$ cat src/rtl/bit_sync_if.sv
// bit_sync_if: sample input and recovered-bit output bundle for bit_sync.
interface bit_sync_if;
  logic sample_valid;
  logic sample_bit;
  logic data_stream;
  logic write;
  logic locked;
  modport master(output sample_valid, sample_bit, input data_stream, write, locked);
  modport slave(input sample_valid, sample_bit, output data_stream, write, locked);
endinterface

$ cat src/rtl/bit_sync.sv
// bit_sync: oversampled BPSK bit timing recovery with glitch filter, phase tracking and lock detect.
module bit_sync #(
  parameter int OVERSAMPLE = 16,
  parameter int LOCK_COUNT = 8
) (
  input logic       clk,
  input logic       rst_n,
  bit_sync_if.slave bus
);
  localparam int PW = $clog2(OVERSAMPLE);
  localparam int LW = $clog2(LOCK_COUNT + 1);
  localparam logic [PW-1:0] HALF = PW'(OVERSAMPLE / 2);
  localparam logic [PW-1:0] LAST = PW'(OVERSAMPLE - 1);
  localparam logic [PW-1:0] WRAP = PW'(OVERSAMPLE - 2);
  localparam logic [LW-1:0] LMAX = LW'(LOCK_COUNT);
  logic [2:0]    sr_q, sr_d, sh;
  logic          f_q, f_d, maj, trans, on_time;
  logic [PW-1:0] p_q, p_d, p_inc, p_fix;
  logic [LW-1:0] lc_q, lc_d;
  logic          data_q, data_d, write_q, write_d, locked_q, locked_d;
  always_comb begin
    sh       = {sr_q[1:0], bus.sample_bit};
    maj      = (sh[0] & sh[1]) | (sh[0] & sh[2]) | (sh[1] & sh[2]);
    trans    = bus.sample_valid && (maj != f_q);
    on_time  = (p_q == LAST) || (p_q <= PW'(1));
    p_inc    = (p_q == LAST) ? '0 : p_q + PW'(1);
    // late transitions stall one sample, early ones jump ahead by one extra
    p_fix    = (p_q == '0) ? PW'(1) : (p_q < HALF) ? p_q :
               (p_q >= WRAP) ? p_q - WRAP : p_q + PW'(2);
    sr_d     = bus.sample_valid ? sh : sr_q;
    f_d      = bus.sample_valid ? maj : f_q;
    p_d      = !bus.sample_valid ? p_q : trans ? p_fix : p_inc;
    lc_d     = !trans ? lc_q : !on_time ? '0 : (lc_q == LMAX) ? lc_q : lc_q + LW'(1);
    write_d  = bus.sample_valid && (p_q == HALF) && locked_q;
    data_d   = write_d ? maj : data_q;
    locked_d = (lc_q == LMAX);
  end
  always_ff @(posedge clk or negedge rst_n) begin
    if (!rst_n) begin
      sr_q     <= '0;
      f_q      <= 1'b0;
      p_q      <= '0;
      lc_q     <= '0;
      data_q   <= 1'b0;
      write_q  <= 1'b0;
      locked_q <= 1'b0;
    end else begin
      sr_q     <= sr_d;
      f_q      <= f_d;
      p_q      <= p_d;
      lc_q     <= lc_d;
      data_q   <= data_d;
      write_q  <= write_d;
      locked_q <= locked_d;
    end
  end
  assign bus.data_stream = data_q;
  assign bus.write       = write_q;
  assign bus.locked      = locked_q;
endmodule

$ cat src/flat_wrapper.sv
// flat-port wrapper written by rule: the top's interface ports become plain ports
module bit_sync_flat 
#(
  parameter int OVERSAMPLE = 16,
  parameter int LOCK_COUNT = 8
)
  (clk, rst_n, bus_sample_valid, bus_sample_bit, bus_data_stream, bus_write, bus_locked);
  bit_sync_if bus_i ();
  input logic clk;
  input logic rst_n;
  input wire logic [$bits(bus_i.sample_valid)-1:0] bus_sample_valid;
  input wire logic [$bits(bus_i.sample_bit)-1:0] bus_sample_bit;
  output wire logic [$bits(bus_i.data_stream)-1:0] bus_data_stream;
  output wire logic [$bits(bus_i.write)-1:0] bus_write;
  output wire logic [$bits(bus_i.locked)-1:0] bus_locked;
  assign bus_i.sample_valid = bus_sample_valid;
  assign bus_i.sample_bit = bus_sample_bit;
  assign bus_data_stream = bus_i.data_stream;
  assign bus_write = bus_i.write;
  assign bus_locked = bus_i.locked;
  bit_sync #(.OVERSAMPLE(OVERSAMPLE), .LOCK_COUNT(LOCK_COUNT)) u_core (.clk(clk), .rst_n(rst_n), .bus(bus_i));
endmodule
$ cat config.mk
export PLATFORM = sky130hd
export DESIGN_NAME = bit_sync_flat
export DESIGN_NICKNAME = d
export VERILOG_FILES = /design/src/rtl/bit_sync_if.sv /design/src/rtl/bit_sync.sv /design/src/flat_wrapper.sv
export SDC_FILE = /design/constraint.sdc
export NUM_CORES = 1
export LEC_CHECK = 0
export BUFFER_PORTS_ARGS = -buffer_cell sky130_fd_sc_hd__buf_2
export CAP_MARGIN = 20
export CELL_PAD_IN_SITES_DETAIL_PLACEMENT = 0
export CELL_PAD_IN_SITES_GLOBAL_PLACEMENT = 1
export CORE_UTILIZATION = 45
export DETAILED_ROUTE_END_ITERATION = 8
export GPL_TIMING_DRIVEN = 0
export PLACE_DENSITY_LB_ADDON = 0.25
export SLEW_MARGIN = 15
export SYNTH_ARGS = -nofsm -noshare
export SYNTH_HDL_FRONTEND = slang
export SYNTH_SLANG_ARGS = --single-unit
$ cat constraint.sdc
create_clock -name clk -period 2.14 [get_ports clk]
set_input_delay 0.428 -clock clk [delete_from_list [all_inputs] [get_ports clk]]
set_output_delay 0.428 -clock clk [all_outputs]
set_load 0.005 [all_outputs]
======== After elaboration in Yosys (flattened, before gate mapping) ========
Index checks and enable logic that the tools add are counted.
cells by class
  order comparisons ....................... 3
  multiplexer cells ....................... 7
  bitwise gates (word level) .............. 5
  equal/unequal tests ..................... 6
  reduce and logical (&&, ||, !) cells .... 7
  $add $sub $neg .......................... 4
operators by type and width
  kind                                                                    count
  4-bit two-way mux                                                       7
  4-bit equality test (second input constant)                             3
  4-bit by 1-bit adder with 4-bit output (second input constant)          2
  4-bit by 2-bit adder with 4-bit output (second input constant)          1
  4-bit greater-or-equal comparator (second input constant)               1
  4-bit by 1-bit <= comparator with 1-bit output (second input constant)  1
  4-bit zero test                                                         1
  4-bit less-than comparator (second input constant)                      1
  2-bit AND reduction                                                     2
  4-bit subtractor (second input constant)                                1
  1-bit bitwise AND                                                       3
  1-bit logical AND                                                       3
  3-bit != test (second input constant)                                   1
  2-bit != test (second input constant)                                   1
  1-bit bitwise OR                                                        2
  1-bit logical OR                                                        1
  1-bit != test                                                           1
word-level totals
  input port bits ......................... 4
  bits in registers ....................... 14
  output and inout port bits .............. 3
  logic and storage cells ................. 39

======== Longest topological paths before layout ========
Gate-level depths: netlist of run 1.
  depth in word-level cells ............... 7
  depth in mapped cells ................... 6
  mapped depth without buffers ............ 6

======== Least setup slack after synthesis of run 1 ========
No wires, ideal clock.
  path kind ............................... input port to flip-flop
  start ................................... in bus_sample_bit
  end ..................................... reg u_core.lc_q[0]
  setup slack ............................. 0.560 ns
  stages .................................. 5
  buffers on the path ..................... 1
  library setup time ...................... 0.125 ns
  data arrival time ....................... 1.456 ns
  cell sequence ........................... maj3_4 -> xor2_2 -> buf_6 -> o211ai_2 -> mux2_2
on the way
  word-level cells in the longest chain between the ends .. 6
  elaborated cells on any way between the ends .. 7
ends and longest elaborated chain
  what                                      RTL line            RTL
  from (decl)                               flat_wrapper.sv:12  input wire logic [$bits(bus_i.sample_bit)-1:0] bus_sample_bit;
  1-bit bitwise AND                         bit_sync.sv:23      maj = (sh[0] & sh[1]) | (sh[0] & sh[2]) | (sh[1] & sh[2]);
  1-bit bitwise OR (*) (2 in series)        bit_sync.sv:23
  1-bit != test (*)                         bit_sync.sv:24      trans = bus.sample_valid && (maj != f_q);
  1-bit logical AND (*)                     bit_sync.sv:24
  2-bit AND reduction (no source line) (*)  -
  to (signal assigned)                      bit_sync.sv:51      lc_q <= lc_d;
  to (decl)                                 bit_sync.sv:19      logic [LW-1:0] lc_q, lc_d;
Every way passes the cells marked *; elsewhere a longest branch is shown, timed or not.
A chain may end at the register's enable or synchronous reset.

======== Worst setup path after layout of run 1 ========
  start ................................... reg u_core.p_q[0]
  end ..................................... reg u_core.lc_q[0]
on the way
  word-level cells in the longest chain between the ends .. 4
  elaborated cells on any way between the ends .. 6
ends and longest elaborated chain
  what                                                                                   RTL line        RTL
  from (decl)                                                                            bit_sync.sv:18  logic [PW-1:0] p_q, p_d, p_inc, p_fix;
  from (signal assigned)                                                                 bit_sync.sv:50  p_q <= p_d;
  4-bit by 1-bit <= comparator with 1-bit output or 4-bit equality test (tied branches)  bit_sync.sv:25  on_time = (p_q == LAST) || (p_q <= PW'(1));
  1-bit logical OR (*)                                                                   bit_sync.sv:25
  2-bit != test (no source line)                                                         -
  2-bit AND reduction (no source line)                                                   -
Marks and branches as above.

==> summary.txt, run 1 <==
Status = finished clean
Post-layout minimum cycle time = 1660 ps
Total CTS buffers = 3
PwrDens = 1020 mW/mm2
Global route total overflow = 0
Total power = 976 uW
Initial Util = 49.4%
Unrepaired setup endpoints after global routing = no
Max frequency = 601 MHz
Met1 Routed Length = 718 um
Die span in y = 46.0 um
Post-Syn Area = 872 um2
Area growth syn-to-layout = 9.61%
Clk_lat worst skew = 280 ps
Boundary Pins = 7
HPWL Detailed = 1100 um
Delay-heaviest family, CP = flip-flops
Routed Antenna Nets = 0
Levels on crit path = 6
Fin crit share = 77.7%
Critical Path RT = 2360 ps
First-pass GRT wire length = 2520 um
Final wirelength = 1450 um
Initial antenna violation count = 0
Max cap viols = 0
First DRT Iteration DRCs = 15
Final setup fails = 0
Drt drc = 0
FF/Latch Area = 350 um2
DR pass1 iterations = 4
Vias per std cell = 5.54
WL/cell = 12.9 um
Area of the multi-input gates = 477 um2
Met3 WL = 22 um
Leak = 0.000453 uW
Post-cts sizing count = 0
Place WS = 367 ps
Final net count = 100
Vias in the first global route = 566
Max IR drop VDD = 0.630 mV
CTS sink count = 14
Slew @ Worst Pin = 443 ps
Worst Hold Class = in -> async
GP Congestion = 0.795
ANT cells = 0
Arrival @ worst endpoint = 1890 ps
Setup tns final = 0 ps
Tot GR Track Use = 17.8%
Final setup skew = 1.38 ps
CTS tree = yes
Post-route setup slack = 477 ps
Net Count, Synth = 89
Max-slew violation count = 0
Number of synthesized register bits = 14
Largest net degree at the start of global routing = 15
Util after Layout = 54.2%
Die W = 46.0 um
Ys Warns = 0
Core ar. = 0.00176 mm2
CTS Root Cell = clkbuf_4
IO Port Bufs = 6
Crit-path cells = inv_1, ha_1, nor2_1, o31a_1, nor4_2, mux2_2
Relative slew slack = 70.5%
H-tree lvl count = 1
Full die area = 0.00212 mm2
Post-CTS Setup Bufs = 0
Sequential-to-total area share from yosys stat = 40.2%
Top sig layer = met4
Worst-path fanout max = 5
Hold buffer count at cts = 0
Worst-case clock buffer depth = 2
Final hold vios = 0
CP Capture Type = register
Mean Syn Cell Area = 11.2 um2
Library cells used by synthesis = 33
# rows = 15
Bufs and invs on worst path = 1
Layout cells sized above 1 = 24.1%
Clk slew on worst S/H paths = 80 ps
R2R cell count = 6
FILL cells = 170
Syn Inst Count = 78
Detailed-route via count = 620
CP max stage cell = dfrtp_1
CP max stage delay = 440 ps
Routed met2 length = 669 um
Setup CP Type = reg -> reg
Worst setup SP type = register
==> power breakdown <==
group	total [uW]	internal, uW	leakage (uW)	switching [uW]
Sequential	386	322	0.000179	64.4
Clock	147	65.2	0.0000138	82.2
Combinational	443	201	0.000260	241
==> Yosys cell counts <==
library cell	number	area share, %
dfrtp_1	14	40
ha_1	7	10
inv_1	7	3.0
mux2_2	5	6.5
nand3_1	5	2.9
nand2_1	4	1.7
nor2_1	4	1.7
a22o_1	2	2.0
a31oi_1	2	1.4
and2_1	2	1.4
clkbuf_1	2	0.86
mux2i_1	2	2.3
nand2b_1	2	1.4
a211o_1	1	1.0
a211oi_1	1	0.86
a21oi_1	1	0.57
a32o_1	1	1.1
a41o_1	1	1.1
buf_6	1	1.3
maj3_4	1	1.6
nand3b_1	1	0.86
nor2b_1	1	0.72
nor4_2	1	1.4
nor4_4	1	2.4
o211ai_1	1	0.86
o211ai_2	1	1.4
o21ai_1	1	0.57
o22ai_1	1	0.72
o2bb2ai_1	1	1.0
o31a_1	1	1.0
o31ai_1	1	0.86
xnor2_4	1	3.2
xor2_2	1	1.9
==> cells by family after synthesis <==
| kind of cell | synth area share, % |
|---|---|
| xor+xnor | 5.02 |
| flops | 40.2 |
| compound gates | 14.6 |
| buf+inv | 5.17 |
| fa+ha+maj | 11.6 |
| simple gates | 14.6 |
| mux | 8.75 |
==> path summary, 6_finish.rpt <==
check                                                     end  slack [ps]                          startpoint
max                                u_core.lc_q[0]$_DFFE_PN0P_         480           u_core.p_q[0]$_DFFE_PN0P_
min                                u_core.lc_q[3]$_DFFE_PN0P_          30                               rst_n
max reg2reg                        u_core.lc_q[0]$_DFFE_PN0P_         480           u_core.p_q[0]$_DFFE_PN0P_
min reg2reg                u_core.bus.data_stream$_DFFE_PN0P_         510  u_core.bus.data_stream$_DFFE_PN0P_
max in group asynchronous          u_core.sr_q[1]$_DFFE_PN0P_        1870                               rst_n
min in group clk                   u_core.sr_q[0]$_DFFE_PN0P_         420                      bus_sample_bit
==> sequential cells by signal, indices dropped and copies added (netlist names) <==
| signal | cells |
|---|---|
| u_core.lc_q | 4 |
| u_core.p_q | 4 |
| u_core.sr_q | 2 |
| u_core.bus.data_stream | 1 |
| u_core.bus.locked | 1 |
| u_core.bus.write | 1 |
| u_core.f_q | 1 |
==> per-stage QoR <==
step	cell area [um2]	hold WS, ps	cells
detailed placement	933	342	109
finish	956	32.8	112
global placement	933	335	109
floorplan	872	132	78
global route	956	43.1	112
CTS	956	35.9	112
==> routing by layer <==
layer,vias to the layer above,track usage (%)
li1,301,-
met1,308,25.0
met2,7,25.1
met3,4,3.57
met4,0,10.6
met5,-,0
==> area by class of cell <==
cell class / instances / area share (%)
multi-input combinational: 54 / 49.9
sequential: 14 / 36.6
tap: 25 / 3.27
clock buffer: 3 / 2.36
buffer: 3 / 1.96
timing repair buffer: 6 / 3.14
inverter: 7 / 2.75
==> layout by cell type (no fill, tap or decap), types with 2 or more instances in the layout <==
master	netlist	routed
buf_2	0	6
clkbuf_1	2	2
nand2b_1	2	2
and2_1	2	2
clkbuf_4	0	3
nand2_1	4	4
a22o_1	2	2
inv_1	7	7
nor2_1	4	4
dfrtp_1	14	14
nand3_1	5	5
ha_1	7	7
mux2i_1	2	2
mux2_2	5	5
a31oi_1	2	2
Note: power is estimated with default switching activity, not from simulation.
==> run 2: changes to the inputs <==
--- a/config.mk
+++ b/config.mk
@@ -9,7 +9,7 @@
 export CAP_MARGIN = 20
 export CELL_PAD_IN_SITES_DETAIL_PLACEMENT = 0
 export CELL_PAD_IN_SITES_GLOBAL_PLACEMENT = 1
-export CORE_UTILIZATION = 45
+export CORE_UTILIZATION = 41
 export DETAILED_ROUTE_END_ITERATION = 8
 export GPL_TIMING_DRIVEN = 0
 export PLACE_DENSITY_LB_ADDON = 0.25
==> constraint.sdc (replaced) <==
create_clock -name clk -period 1.3 [get_ports clk]
set_input_delay 0.26 -clock clk [delete_from_list [all_inputs] [get_ports clk]]
set_output_delay 0.26 -clock clk [all_outputs]
set_load 0.005 [all_outputs]
==> run 2 against run 1 <==
Effect of this change:
- the run now ends with negative setup slack left
- global-route usage is 0.53 points higher
- first-iteration DRC count is 73% lower
- routed wire length grew 18%
- clock skew hardly changed
- sequential cell count did not move
- clock power increased by 120%
- final cell count is 8.0% higher
- clock-buffer cell count increased by 1
- die area grew 9.3%
- via count grew 5.5%
- sequential power is 79% higher
==> summary.txt, run 2 (synthesized netlist as in run 1, its figures left out) <==
Post-route setup slack = -326 ps
Max IR drop VDD = 0.828 mV
Unrepaired setup endpoints after global routing = yes
WL/cell = 14.2 um
Failing checks = negative setup slack
Critical Path RT = 1480 ps
Final hold vios = 0
Delay-heaviest family, CP = adder cells
HP Start = bus_sample_bit
# rows = 16
H-tree lvl count = 1
Arrival @ worst endpoint = 1800 ps
PwrDens = 1780 mW/mm2
Fin crit share = 125%
FF-to-FF End = u_core.p_q[0]$_DFFE_PN0P_
Final setup fails = 9
Full die area = 0.00232 mm2
Final net count = 106
Hold Crit Depth = 2
Die W = 48.1 um
FF/Latch Area = 352 um2
Area of the multi-input gates = 523 um2
Total CTS buffers = 3
Largest registers = u_core.lc_q x4, u_core.p_q x4, u_core.sr_q x2
HPWL Detailed = 1110 um
CTS Root Cell = clkbuf_4
Commonest non-fill, non-tap cell in the layout = dfrtp_1
Hold endpoint = u_core.sr_q[0]$_DFFE_PN0P_
DR pass1 iterations = 4
ANT cells = 0
Worst setup SP type = register
Drt drc = 0
Finished Layout Cells = 121
CP max stage delay = 410 ps
Hold Slack = 235 ps
CP max stage cell = maj3_4
Boundary Pins = 7
Die span in y = 48.1 um
Placed instance count = 111
R2R cell count = 6
Bufs and invs on worst path = 2
Total power = 1910 uW
Setup tns final = -2460 ps
Initial antenna violation count = 0
CTS tree = yes
Max cap viols = 0
CTS sink count = 14
Initial Util = 44.0%
Worst r2r src = u_core.sr_q[0]$_DFFE_PN0P_
Routed Antenna Nets = 0
FILL cells = 184
Core ar. = 0.00198 mm2
Layout cells sized above 1 = 37.2%
R2r setup slk = -330 ps
First-pass GRT wire length = 2790 um
Max-slew violation count = 0
Post-layout minimum cycle time = 1630 ps
First DRT Iteration DRCs = 4
Clk_lat worst skew = 280 ps
Detailed-route via count = 654
IO Port Bufs = 6
Vias in the first global route = 603
Relative slew slack = 67.4%
Max frequency = 615 MHz
Crit-path cells = maj3_4, xor2_4, buf_4, buf_6, nand2_1, a41o_1
Final setup skew = 1.39 ps
Status = finished, violations left
Leak = 0.000495 uW
Worst-case clock buffer depth = 2
Final wirelength = 1710 um
Worst-path fanout max = 5
CP Capture Type = register
Area growth syn-to-layout = 23.2%
Worst Hold Class = in -> reg
Util after Layout = 54.2%
GP Congestion = 0.761
Largest net degree at the start of global routing = 15
Setup CP Type = reg -> reg
Commonest cells after routing, fill and taps aside = dfrtp_1 (13), ha_1 (7), buf_2 (6)
Clk slew on worst S/H paths = 90 ps
Vias per std cell = 5.40
Slew @ Worst Pin = 489 ps
Global route total overflow = 0
Tot GR Track Use = 18.4%
==> run 2: per-layer routing <==
metal / wire, um / GRT usage [%]
met1: 810 / 24.4
met2: 827 / 29.2
met3: 36 / 2.22
met4: 40 / 10.0
met5: 0 / 0
==> run 2: area by class of cell <==
cell class,instances,area share (%)
flip-flops and latches,14,32.7
plain buffers,2,1.40
multi-input cells,54,48.7
clock buffers,4,3.38
repair buffers,13,8.27
inverters,7,2.44
well taps,27,3.14
==> run 2: repair_timing <==
item	in CTS	in global routing
buffers inserted	4	1
hold buffers	1	0
resized for setup	8	1
hold endpoints to repair	14	0
setup endpoints to repair	9	9
pin swaps	6	1
cloned	1	0
==> run 2: worst reg2reg max path, delay by kind of cell, from the launching register on <==
kind	cells	cell delay (ps)
fa+ha+maj	1	410
flops	1	400
simple gates	1	50
xor+xnor	1	190
buf+inv	2	250
compound gates	1	220
==> run 2: per-stage QoR <==
step	worst slack, ps	cell area, um2
5_1_grt	-380	1070
2_1_floorplan	-223	872
4_1_cts	-300	1050
6_report	-326	1070
3_5_place_dp	-314	936
3_3_place_gp	-327	936
==> run 2: worst max path at each step <==
stage	end	cells after the start	startpoint
floorplan	u_core.lc_q[0]$_DFFE_PN0P_	5	u_core.sr_q[1]$_DFFE_PN0P_
global placement	u_core.lc_q[0]$_DFFE_PN0P_	5	u_core.sr_q[1]$_DFFE_PN0P_
detailed placement	u_core.lc_q[0]$_DFFE_PN0P_	6	u_core.p_q[0]$_DFFE_PN0P_
CTS	u_core.lc_q[0]$_DFFE_PN0P_	5	u_core.sr_q[0]$_DFFE_PN0P_
global route	u_core.lc_q[2]$_DFFE_PN0P_	5	u_core.p_q[0]$_DFFE_PN0P_
finish	u_core.p_q[0]$_DFFE_PN0P_	6	u_core.sr_q[0]$_DFFE_PN0P_
==> run 2: power breakdown <==
part / switching (uW) / leakage, uW / internal, uW
clock: 148 / 0.0000210 / 171
combinational: 453 / 0.000296 / 446
sequential: 160 / 0.000178 / 532
total: 761 / 0.000495 / 1150
==> run 3: changes to the inputs <==
--- a/config.mk
+++ b/config.mk
@@ -13,6 +13,7 @@
 export DETAILED_ROUTE_END_ITERATION = 8
 export GPL_TIMING_DRIVEN = 0
 export PLACE_DENSITY_LB_ADDON = 0.25
+export SKIP_LAST_GASP = 1
 export SLEW_MARGIN = 15
 export SYNTH_ARGS = -nofsm -noshare
 export SYNTH_HDL_FRONTEND = slang
==> run 3 against run 2 <==
Effect of this change:
- the flow still finishes with violations (negative setup slack)
- utilization fell by 0.25 points
- total power fell by 0.86%
- sequential share of layout area rose by 0.15 points
- worst hold slack did not move
- global-route usage fell by 0.16 points
- via count fell by 0.15%
- clock skew did not move
- sequential power barely moved
- register-to-register slack barely moved
- routed wire length fell by 0.53%
- design area fell by 0.47%
- combinational power fell by 2%
- critical path type unchanged
- highest routed layer unchanged
==> summary.txt, run 3 (synthesized netlist as in run 1, its figures left out) <==
Max IR drop VDD = 0.826 mV
CTS sink count = 14
H-tree lvl count = 1
Post-route setup slack = -326 ps
Unrepaired setup endpoints after global routing = yes
Clk_lat worst skew = 280 ps
Hold endpoint = u_core.sr_q[0]$_DFFE_PN0P_
Worst setup SP type = register
Commonest non-fill, non-tap cell in the layout = dfrtp_1
GR peak layer = met2
CTS Root Cell = clkbuf_4
WL/cell = 14.1 um
HPWL Detailed = 1110 um
Area growth syn-to-layout = 22.7%
Final setup skew = 1.39 ps
Leak = 0.000494 uW
# rows = 16
Commonest cells after routing, fill and taps aside = dfrtp_1 (13), ha_1 (7), buf_2 (6)
Design area = 0.00107 mm2
Arrival @ worst endpoint = 1800 ps
Final setup fails = 9
Final hold vios = 0
Core ar. = 0.00198 mm2
Place WS = -314 ps
Full die area = 0.00232 mm2
Worst-case clock buffer depth = 2
Relative slew slack = 67.3%
Initial Util = 44.0%
Delay-heaviest family, CP = adder cells
IO Port Bufs = 6
Boundary Pins = 7
PwrDens = 1770 mW/mm2
Global Route met1 Usage = 23.9%
ANT cells = 0
R2R cell count = 6
CP Capture Type = register
Detailed-route via count = 653
Largest net degree at the start of global routing = 15
Post-layout minimum cycle time = 1630 ps
Die W = 48.1 um
First-pass GRT wire length = 2770 um
Drt drc = 0
Critical Path RT = 1480 ps
FILL cells = 186
Final wirelength = 1710 um
Slew @ Worst Pin = 491 ps
Global route total overflow = 0
Levels on crit path = 6
Worst Hold Class = in -> reg
Layout cells sized above 1 = 36.2%
Worst r2r src = u_core.sr_q[0]$_DFFE_PN0P_
Status = finished, violations left
FF-to-FF End = u_core.p_q[0]$_DFFE_PN0P_
CP max stage delay = 410 ps
Util after Layout = 54.0%
Vias in the first global route = 597
Max cap viols = 0
Die span in y = 48.1 um
Fin crit share = 125%
Max frequency = 615 MHz
HP Start = bus_sample_bit
Routed Antenna Nets = 0
Total power = 1890 uW
DR pass1 iterations = 3
Failing checks = negative setup slack
Met2 Use GR = 29.2%
GR Util met3 = 2.22%
First DRT Iteration DRCs = 5
Hold Crit Depth = 2
GP Congestion = 0.761
Worst-path fanout max = 5
Clk slew on worst S/H paths = 90 ps
Max-slew violation count = 0
CP max stage cell = maj3_4
R2r setup slk = -330 ps
Crit-path cells = maj3_4, xor2_4, buf_4, buf_6, nand2_1, a41o_1
Total CTS buffers = 3
Tot GR Track Use = 18.2%
Vias per std cell = 5.40
Final net count = 106
Initial antenna violation count = 0
Largest registers = u_core.lc_q x4, u_core.p_q x4, u_core.sr_q x2
Bufs and invs on worst path = 2
Instance area at placement = 936 um2
CTS tree = yes
Setup CP Type = reg -> reg
-- run 3: changes by cell type in the layout (fill, tap and decap cells not counted) --
cell      previous run  this run
a211oi_1             0         1
a211oi_2             1         0
-- run 3: metal layers --
metal / share of wire, % / up-vias
met4: 2.3 / 0
met1: 48 / 330
li1: - / 313
met2: 48 / 5
met5: 0 / -
met3: 1.5 / 5
-- run 3: worst max path at each step --
stage                               startpoint                    endpoint  slack (ps)
finish              u_core.sr_q[0]$_DFFE_PN0P_   u_core.p_q[0]$_DFFE_PN0P_        -330
global route         u_core.p_q[0]$_DFFE_PN0P_  u_core.lc_q[2]$_DFFE_PN0P_        -380
CTS                 u_core.sr_q[0]$_DFFE_PN0P_  u_core.lc_q[0]$_DFFE_PN0P_        -300
detailed placement   u_core.p_q[0]$_DFFE_PN0P_  u_core.lc_q[0]$_DFFE_PN0P_        -310
global placement    u_core.sr_q[1]$_DFFE_PN0P_  u_core.lc_q[0]$_DFFE_PN0P_        -330
floorplan           u_core.sr_q[1]$_DFFE_PN0P_  u_core.lc_q[0]$_DFFE_PN0P_        -220
-- run 3: cell type report --
class | instances | area [um2] | share of cell area (%)
multi-input cells | 54 | 518 | 48.4
flip-flops and latches | 14 | 352 | 32.9
well taps | 27 | 33.8 | 3.16
inverters | 7 | 26.3 | 2.46
repair buffers | 13 | 88.8 | 8.30
plain buffers | 2 | 15.0 | 1.40
clock buffers | 4 | 36.3 | 3.39
-- run 3: worst reg2reg max path, delay by kind of cell, from the launching register on --
family | cells | cell delay, ps
flops | 1 | 400
compound gates | 1 | 220
xor+xnor | 1 | 190
buf+inv | 2 | 250
fa+ha+maj | 1 | 410
simple gates | 1 | 50
-- run 3: what timing repair did --
action / CTS / global route
cloned: 1 / 0
buffers inserted: 4 / 1
hold buffers: 1 / 0
resized for setup: 6 / 2
pin swaps: 6 / 1
endpoints found under the setup margin: 9 / 9
hold endpoints to repair: 14 / 0
-- run 3: metrics by stage --
stage / setup TNS [ps] / hold slack [ps] / cells
2_1_floorplan: -1350 / -35.6 / 78
3_3_place_gp: -2270 / 173 / 111
3_5_place_dp: -2270 / 175 / 111
4_1_cts: -2340 / 228 / 120
5_1_grt: -3010 / 242 / 121
6_report: -2460 / 235 / 121
-- run 3: report_power, final --
group          internal, uW  total, uW  switching, uW
clock                   171        319            148
combinational           436        881            445
sequential              532        694            161
total                  1140       1890            754
